**src/rtl/ahb_burst_responder_if.sv**
```systemverilog
// AHB-Lite bus bundle between the interconnect (master side) and the
// burst responder (slave side). Clock and reset stay outside the bundle.
interface ahb_burst_responder_if;
    logic        HSEL;
    logic [31:0] HADDR;
    logic [1:0]  HTRANS;
    logic        HWRITE;
    logic [2:0]  HSIZE;
    logic [2:0]  HBURST;
    logic [31:0] HWDATA;
    logic        HREADY;
    logic [31:0] HRDATA;
    logic        HREADYOUT;
    logic        HRESP;

    // Interconnect side: drives the address/data phase and the bus-wide ready
    modport master (
        output HSEL,
        output HADDR,
        output HTRANS,
        output HWRITE,
        output HSIZE,
        output HBURST,
        output HWDATA,
        output HREADY,
        input  HRDATA,
        input  HREADYOUT,
        input  HRESP
    );

    // Responder side
    modport slave (
        input  HSEL,
        input  HADDR,
        input  HTRANS,
        input  HWRITE,
        input  HSIZE,
        input  HBURST,
        input  HWDATA,
        input  HREADY,
        output HRDATA,
        output HREADYOUT,
        output HRESP
    );
endinterface

```
**src/rtl/ahb_burst_responder.sv**
```systemverilog
// AHB-Lite slave backing a word-addressed register file at BASE_ADDR.
// Inserts WAIT_STATES wait cycles per OKAY data phase, answers illegal
// accesses with a two-cycle ERROR response, and tracks INCR/WRAP bursts,
// pulsing seq_err when a SEQ beat breaks the expected address sequence.
module ahb_burst_responder #(
    parameter logic [31:0] BASE_ADDR   = 32'h8000_0400,
    parameter int          DEPTH       = 64,
    parameter int          WAIT_STATES = 0
) (
    input  logic                  HCLK,
    input  logic                  HRESETn,
    ahb_burst_responder_if.slave  bus,
    output logic                  seq_err,
    output logic [4:0]            beat_cnt
);

    localparam int          IDX_W     = $clog2(DEPTH);
    localparam logic [31:0] WINDOW    = 32'(DEPTH * 4);
    localparam logic [2:0]  WAIT_INIT = 3'((WAIT_STATES > 0) ? (WAIT_STATES - 1) : 0);

    localparam logic [1:0]  TR_IDLE   = 2'b00;
    localparam logic [1:0]  TR_NONSEQ = 2'b10;

    localparam logic [2:0]  BU_INCR   = 3'd1;
    localparam logic [2:0]  BU_WRAP4  = 3'd2;
    localparam logic [2:0]  BU_WRAP8  = 3'd4;
    localparam logic [2:0]  BU_WRAP16 = 3'd6;

    typedef enum logic [2:0] {
        ST_IDLE,
        ST_WAIT,
        ST_DATA,
        ST_ERR1,
        ST_ERR2
    } state_t;

    // ------------------------------------------------------------------
    // Data-phase state
    // ------------------------------------------------------------------
    state_t           state_q, state_d;
    logic [2:0]       wait_cnt_q, wait_cnt_d;
    logic [IDX_W-1:0] idx_q, idx_d;
    logic             write_q, write_d;
    logic             hreadyout_q, hreadyout_d;
    logic             hresp_q, hresp_d;

    // ------------------------------------------------------------------
    // Burst tracker state
    // ------------------------------------------------------------------
    logic             open_q, open_d;
    logic             fixed_q, fixed_d;
    logic             wrap_q, wrap_d;
    logic [4:0]       len_q, len_d;
    logic [31:0]      next_addr_q, next_addr_d;
    logic [4:0]       beat_cnt_q, beat_cnt_d;
    logic             seq_err_q, seq_err_d;

    // ------------------------------------------------------------------
    // Address decode
    // ------------------------------------------------------------------
    logic [31:0]      offset;
    logic             addr_err;
    logic             accept_slot;
    logic             accept;
    logic             idle_xfer;
    logic [4:0]       hburst_len;
    logic             hburst_wrap;

    logic [31:0]      mem [DEPTH];

    // Burst length for each HBURST code; undefined-length INCR reports 0
    function automatic logic [4:0] burst_len(input logic [2:0] hburst);
        logic [4:0] len;
        case (hburst)
            3'd0:       len = 5'd1;
            3'd1:       len = 5'd0;
            3'd2, 3'd3: len = 5'd4;
            3'd4, 3'd5: len = 5'd8;
            default:    len = 5'd16;
        endcase
        return len;
    endfunction

    // Address the next SEQ beat must carry, wrapping at an L*4 byte boundary
    function automatic logic [31:0] calc_next(input logic [31:0] addr,
                                              input logic        wrap,
                                              input logic [4:0]  len);
        logic [31:0] mask;
        mask = ({27'd0, len} << 2) - 32'd1;
        if (wrap) begin
            return (addr & ~mask) | ((addr + 32'd4) & mask);
        end
        return addr + 32'd4;
    endfunction

    // Window/alignment/size check and transfer qualification for the current address phase
    always_comb begin
        offset      = bus.HADDR - BASE_ADDR;
        addr_err    = (bus.HADDR < BASE_ADDR) || (offset >= WINDOW) ||
                      (bus.HADDR[1:0] != 2'b00) || (bus.HSIZE != 3'b010);
        accept_slot = (state_q == ST_IDLE) || (state_q == ST_DATA) || (state_q == ST_ERR2);
        accept      = accept_slot && bus.HSEL && bus.HREADY && bus.HTRANS[1];
        idle_xfer   = accept_slot && bus.HSEL && bus.HREADY && (bus.HTRANS == TR_IDLE);
        hburst_len  = burst_len(bus.HBURST);
        hburst_wrap = (bus.HBURST == BU_WRAP4) || (bus.HBURST == BU_WRAP8) ||
                      (bus.HBURST == BU_WRAP16);
    end

    // Next data-phase state and the registered HREADYOUT/HRESP it implies
    always_comb begin
        state_d    = state_q;
        wait_cnt_d = wait_cnt_q;
        idx_d      = idx_q;
        write_d    = write_q;
        case (state_q)
            ST_IDLE, ST_DATA, ST_ERR2: begin
                if (accept) begin
                    idx_d   = offset[IDX_W+1:2];
                    write_d = bus.HWRITE;
                    if (addr_err) begin
                        state_d = ST_ERR1;
                    end else if (WAIT_STATES > 0) begin
                        state_d    = ST_WAIT;
                        wait_cnt_d = WAIT_INIT;
                    end else begin
                        state_d = ST_DATA;
                    end
                end else begin
                    state_d = ST_IDLE;
                end
            end
            ST_WAIT: begin
                if (wait_cnt_q == 3'd0) begin
                    state_d = ST_DATA;
                end else begin
                    wait_cnt_d = wait_cnt_q - 3'd1;
                end
            end
            ST_ERR1: begin
                state_d = ST_ERR2;
            end
            default: begin
                state_d = ST_IDLE;
            end
        endcase
        hreadyout_d = !((state_d == ST_WAIT) || (state_d == ST_ERR1));
        hresp_d     = (state_d == ST_ERR1) || (state_d == ST_ERR2);
    end

    // Data-phase FSM registers, including the registered bus responses
    always_ff @(posedge HCLK or negedge HRESETn) begin
        if (!HRESETn) begin
            state_q     <= ST_IDLE;
            wait_cnt_q  <= 3'd0;
            idx_q       <= '0;
            write_q     <= 1'b0;
            hreadyout_q <= 1'b1;
            hresp_q     <= 1'b0;
        end else begin
            state_q     <= state_d;
            wait_cnt_q  <= wait_cnt_d;
            idx_q       <= idx_d;
            write_q     <= write_d;
            hreadyout_q <= hreadyout_d;
            hresp_q     <= hresp_d;
        end
    end

    // Burst tracker: a mismatched SEQ beat still advances along the expected
    // sequence so that later correct beats of the same burst are not flagged
    always_comb begin
        open_d      = open_q;
        fixed_d     = fixed_q;
        wrap_d      = wrap_q;
        len_d       = len_q;
        next_addr_d = next_addr_q;
        beat_cnt_d  = beat_cnt_q;
        seq_err_d   = 1'b0;
        if (accept) begin
            if (bus.HTRANS == TR_NONSEQ) begin
                if (open_q && fixed_q && (beat_cnt_q < len_q)) begin
                    seq_err_d = 1'b1;
                end
                open_d      = 1'b1;
                fixed_d     = (bus.HBURST != BU_INCR);
                wrap_d      = hburst_wrap;
                len_d       = hburst_len;
                beat_cnt_d  = 5'd1;
                next_addr_d = calc_next(bus.HADDR, hburst_wrap, hburst_len);
            end else begin
                if (!open_q) begin
                    seq_err_d = 1'b1;
                end else if (fixed_q && (beat_cnt_q >= len_q)) begin
                    seq_err_d = 1'b1;
                end else begin
                    if (bus.HADDR != next_addr_q) begin
                        seq_err_d = 1'b1;
                    end
                    beat_cnt_d  = (beat_cnt_q == 5'd31) ? 5'd31 : (beat_cnt_q + 5'd1);
                    next_addr_d = calc_next(next_addr_q, wrap_q, len_q);
                end
            end
        end else if (idle_xfer) begin
            open_d     = 1'b0;
            beat_cnt_d = 5'd0;
        end
    end

    // Burst tracker registers
    always_ff @(posedge HCLK or negedge HRESETn) begin
        if (!HRESETn) begin
            open_q      <= 1'b0;
            fixed_q     <= 1'b0;
            wrap_q      <= 1'b0;
            len_q       <= 5'd0;
            next_addr_q <= 32'd0;
            beat_cnt_q  <= 5'd0;
            seq_err_q   <= 1'b0;
        end else begin
            open_q      <= open_d;
            fixed_q     <= fixed_d;
            wrap_q      <= wrap_d;
            len_q       <= len_d;
            next_addr_q <= next_addr_d;
            beat_cnt_q  <= beat_cnt_d;
            seq_err_q   <= seq_err_d;
        end
    end

    // Register file write; only a write DATA cycle commits, so errored or
    // reset-aborted transfers leave the memory untouched
    always_ff @(posedge HCLK) begin
        if ((state_q == ST_DATA) && write_q) begin
            mem[idx_q] <= bus.HWDATA;
        end
    end

    // Read data is only driven during a read DATA cycle
    always_comb begin
        if ((state_q == ST_DATA) && !write_q) begin
            bus.HRDATA = mem[idx_q];
        end else begin
            bus.HRDATA = 32'd0;
        end
    end

    assign bus.HREADYOUT = hreadyout_q;
    assign bus.HRESP     = hresp_q;
    assign seq_err       = seq_err_q;
    assign beat_cnt      = beat_cnt_q;

endmodule

```
**src/flat_wrapper.sv**
```systemverilog
// flat-port wrapper written by rule: the top's interface ports become plain ports
module ahb_burst_responder_flat 
#(
    parameter logic [31:0] BASE_ADDR   = 32'h8000_0400,
    parameter int          DEPTH       = 64,
    parameter int          WAIT_STATES = 0
)
  (HCLK, HRESETn, seq_err, beat_cnt, bus_HSEL, bus_HADDR, bus_HTRANS, bus_HWRITE, bus_HSIZE, bus_HBURST, bus_HWDATA, bus_HREADY, bus_HRDATA, bus_HREADYOUT, bus_HRESP);
  ahb_burst_responder_if bus_i ();
  input  logic HCLK;
  input  logic HRESETn;
  output logic seq_err;
  output logic [4:0] beat_cnt;
  input wire logic [$bits(bus_i.HSEL)-1:0] bus_HSEL;
  input wire logic [$bits(bus_i.HADDR)-1:0] bus_HADDR;
  input wire logic [$bits(bus_i.HTRANS)-1:0] bus_HTRANS;
  input wire logic [$bits(bus_i.HWRITE)-1:0] bus_HWRITE;
  input wire logic [$bits(bus_i.HSIZE)-1:0] bus_HSIZE;
  input wire logic [$bits(bus_i.HBURST)-1:0] bus_HBURST;
  input wire logic [$bits(bus_i.HWDATA)-1:0] bus_HWDATA;
  input wire logic [$bits(bus_i.HREADY)-1:0] bus_HREADY;
  output wire logic [$bits(bus_i.HRDATA)-1:0] bus_HRDATA;
  output wire logic [$bits(bus_i.HREADYOUT)-1:0] bus_HREADYOUT;
  output wire logic [$bits(bus_i.HRESP)-1:0] bus_HRESP;
  assign bus_i.HSEL = bus_HSEL;
  assign bus_i.HADDR = bus_HADDR;
  assign bus_i.HTRANS = bus_HTRANS;
  assign bus_i.HWRITE = bus_HWRITE;
  assign bus_i.HSIZE = bus_HSIZE;
  assign bus_i.HBURST = bus_HBURST;
  assign bus_i.HWDATA = bus_HWDATA;
  assign bus_i.HREADY = bus_HREADY;
  assign bus_HRDATA = bus_i.HRDATA;
  assign bus_HREADYOUT = bus_i.HREADYOUT;
  assign bus_HRESP = bus_i.HRESP;
  ahb_burst_responder #(.BASE_ADDR(BASE_ADDR), .DEPTH(DEPTH), .WAIT_STATES(WAIT_STATES)) u_core (.HCLK(HCLK), .HRESETn(HRESETn), .bus(bus_i), .seq_err(seq_err), .beat_cnt(beat_cnt));
endmodule
```
**config.mk**
```make
export PLATFORM = sky130hd
export DESIGN_NAME = ahb_burst_responder_flat
export DESIGN_NICKNAME = d
export VERILOG_FILES = /design/src/rtl/ahb_burst_responder_if.sv /design/src/rtl/ahb_burst_responder.sv /design/src/flat_wrapper.sv
export SDC_FILE = /design/constraint.sdc
export NUM_CORES = 2
export LEC_CHECK = 0
export BUFFER_PORTS_ARGS = -buffer_cell sky130_fd_sc_hd__buf_2
export CAP_MARGIN = 20
export CORE_MARGIN = 4
export CORE_UTILIZATION = 42
export CTS_CLUSTER_DIAMETER = 50
export DETAILED_ROUTE_END_ITERATION = 10
export SETUP_SLACK_MARGIN = 0.4
export SLEW_MARGIN = 30
export SYNTH_ARGS = -nofsm -noshare
export SYNTH_HDL_FRONTEND = slang
export SYNTH_SLANG_ARGS = --single-unit
export TNS_END_PERCENT = 50
```
**constraint.sdc**
```tcl
create_clock -name HCLK -period 4.37 [get_ports HCLK]
set_clock_uncertainty 0.05 [all_clocks]
set_input_delay 0.437 -clock HCLK [delete_from_list [all_inputs] [get_ports HCLK]]
set_output_delay 0.437 -clock HCLK [all_outputs]
set_load 0.03 [all_outputs]
```
==> impl_metrics.tcl <==
set metrics [dict create \
    status "complete, no violations" \
    layout_min_cycle_time_ps 4280 \
    drt_first_pass_iters 8 \
    grt_max_degree 65 \
    r2r_slack_ps 740 \
    slowest_stage "dfrtp_4" \
    rsz0062_at_grt "true" \
    drt-initial-drc-count 9257 \
    leakage_nw 32.9 \
    ys_ff_latch 2108 \
    powerDensity_nw_per_um2 502 \
    drc 0 \
    ys.warnings.count 0 \
    drv_slew 0 \
    ios 117 \
    initial_utilization_pct 42.2 \
    drive_gt1_share_pct 28.6 \
    antenna_found_initial 13 \
    fin_setup_tns_ps 0 \
    crit_arrival_ps 3800 \
    fp.dieH_um 453 \
    die_x_um 453 \
    post_drt_via_cell_ratio 6.66 \
    root_buffer "clkbuf_16" \
    multi_input_area_um2 20300 \
    ctsLongestPathBuffers 3 \
    required_ps 3880 \
    port_buffers 116 \
    area_delta_synth_final_pct 22.1 \
    dr_total_vias 53743 \
    max_stage_delay_ps 570 \
    fin_crit_sh_pct 98.0 \
    max_freq_mhz 233 \
    ff2ff_path_depth 9 \
    ir_drop_mv 0.383 \
    grt_overflow 0 \
    hold_path_class "in -> reg" \
    synthDistinctLibCells 82 \
    crit_type "reg -> out" \
    setup_violations 0 \
    cts_tree "yes" \
    ys_seq_area_share_pct 75.7 \
    gp_congestion 0.884 \
    grt_pass1_vias 50362 \
    synthFlopType "edfxtp_1" \
    final_util_pct 51.5 \
    synthCells 4696 \
    r2r_start "u_core.idx_q[0]$_DFFE_PN0P_" \
    fillers 15783 \
    core_area_um2 197000 \
    avgSynthCellArea_um2 17.7 \
    end_kind "output port" \
    hpwlAfterDp_um 173000 \
    crit_chain "buf_12, buf_4, nor2b_4, buf_4, buf_12, a221oi_1, o22ai_1, nand2_1, o2111a_1, a31oi_2, buf_2" \
    clk_latency_ps 850 \
    cts_sinks 2108 \
    drt-total-wl_um 315000 \
    slew_headroom_pct 33.1 \
    met3_usage_pct 8.29 \
    startpoint "u_core.idx_q[1]$_DFFE_PN0P_" \
    core.rowCount 163 \
    htree_levels 4 \
    critPathCapture "bus_HRDATA[0]" \
    crit_fanout 10 \
    hold_violations 0 \
    synthArstFlopShare_pct 2.85 \
    top_usage_layer "met2" \
    worst_pin_slew_ps 1000 \
    die_area_um2 205000 \
    synth.net_count 4785 \
    synth_area_um2 83200 \
    fin_nets 5345 \
    numCtsBuffers 220 \
    maxCapViolCount 0 \
    use_met1_pct 39.4 \
    synth_edf_count 2048 \
    globalRouteMet2Util_pct 44.6 \
    reg2reg_to "u_core.mem[4][0]$_DFFE_PP_" \
    grt_pass1_wl_um 420000 \
    seqCellArea_um2 63000 \
    cts.clk_slew.worst_paths_ps 60 \
    gr-usage-all-layers_pct 29.6 \
    cp-start-kind "flip-flop" \
    ant_nets 0 \
    wl_per_cell_um 39.0 \
]
where the power goes:
part / total, mW / switching, mW / internal, mW / leakage, nW
registers: 22.5 / 0.188 / 22.3 / 19.2
clock network: 18.4 / 8.20 / 10.2 / 3.41
logic: 10.1 / 6.15 / 3.96 / 10.3
cell usage after synthesis (59+ instances only):
| library cell | number | area, µm² |
|---|---|---|
| a21oi_1 | 147 | 736 |
| a221oi_1 | 237 | 2080 |
| a22oi_1 | 140 | 1050 |
| buf_2 | 115 | 576 |
| clkbuf_1 | 124 | 465 |
| dfrtp_1 | 59 | 1480 |
| edfxtp_1 | 2048 | 61500 |
| mux2_2 | 168 | 1890 |
| mux2i_1 | 212 | 2120 |
| mux4_2 | 154 | 3470 |
| nand2_1 | 187 | 702 |
| nor2_1 | 183 | 687 |
| o21ai_0 | 132 | 661 |
| o22ai_1 | 104 | 651 |
state kept, by name, indices dropped and copies added, names as in the netlist, named ones only:
name,cells
u_core.mem,2048
u_core.idx_q,6
u_core.beat_cnt,5
u_core.len_q,4
u_core.next_addr_q,3
u_core.state_q,3
u_core.wait_cnt_q,3
u_core.bus.HREADYOUT,1
u_core.bus.HRESP,1
u_core.fixed_q,1
u_core.open_q,1
u_core.seq_err,1
u_core.wrap_q,1
u_core.write_q,1
worst max-delay path: cells and delay by family (launching register included):
| family | cells | cell delay, ps |
|---|---|---|
| buffers and inverters | 5 | 970 |
| AOI/OAI and AO/OA | 4 | 960 |
| DFF | 1 | 570 |
| and+or+nand+nor | 2 | 420 |
final cells by class:
cell class	instances	area share, %
Clock inverter	129	1.36
Sequential cell	2108	62.0
Antenna cell	7	0.0172
Tap cell	2640	3.25
Inverter	24	0.106
Clock buffer	265	5.59
Multi-Input combinational cell	2243	20.0
Timing Repair Buffer	659	7.64
stage by stage:
step           power, mW  worst slack, ps  hold WS [ps]  instances  area, µm²
2_1_floorplan       27.1              802          91.4       4696      83200
3_3_place_gp        30.6              308           411       7469      89800
3_5_place_dp        30.7              310           416       7469      89900
4_1_cts             50.2              138          2.38       8012     100000
5_1_grt             52.1             96.8          44.4       8070     102000
6_report            51.0             86.0          48.4       8075     102000
layer usage:
layer,up-vias,share of wire (%)
met4,6,6.2
met3,937,14
li1,20552,-
met1,27682,36
met2,4566,44
met5,-,0.017
cells in the final DEF (no fill, tap or decap), drive strengths merged, types with 16 or more instances in the layout:
master       instances
dfrtp               59
nand2              187
inv                 38
clkbuf             283
xnor2               48
edfxtp            2048
a221oi             238
and3                23
mux2i              212
o22ai              104
a211oi              16
buf                598
bufbuf              20
o2bb2ai             22
a221o               30
dlygate4sd3         23
a22oi              140
a22o                41
clkinv              90
mux2               168
o22a                17
a21oi              148
nor4                17
nand3               48
nor3                24
nor2               185
nand4               27
a31oi               45
mux4               154
o21ai              133
worst min-delay path by stage:
stage	from	endpoint	cells past startpoint	slack, ps
floorplan	HRESETn	async pin	0	90
global placement	u_core.wait_cnt_q[2]$_DFFE_PN0P_	u_core.wait_cnt_q[2]$_DFFE_PN0P_	2	410
detailed placement	u_core.wait_cnt_q[0]$_DFFE_PN0P_	u_core.wait_cnt_q[0]$_DFFE_PN0P_	1	420
CTS	bus_HADDR[24]	flip-flop	3	2
global route	bus_HWDATA[11]	u_core.mem[57][11]$_DFFE_PP_	1	40
finish	bus_HWDATA[4]	u_core.mem[34][4]$_DFFE_PP_	1	50
timing repair:
| action | in CTS | in global routing |
|---|---|---|
| gates resized for setup | 258 | 138 |
| gates cloned | 26 | 14 |
| pin swaps | 49 | 48 |
| hold buffers | 23 | 0 |
| endpoints found under the hold margin | 62 | 0 |
| buffers inserted | 100 | 41 |
| endpoints found under the setup margin | 32 | 32 |
cell families (layout without fill, tap and decap cells):
| group | Yosys count | in the layout | synth area share [%] |
|---|---|---|---|
| adder cells (fa/ha/maj) | 12 | 12 | 0.180 |
| AO/OA/AOI/OAI | 1046 | 1046 | 9.15 |
| AND/OR/NAND/NOR | 587 | 588 | 3.28 |
| multiplexers | 534 | 534 | 8.99 |
| other | 0 | 7 | 0 |
| flip-flops | 2108 | 2108 | 75.7 |
| XOR/XNOR | 63 | 63 | 0.663 |
| buffers and inverters | 346 | 1077 | 2.01 |
Power figures use the tool's default switching activity.
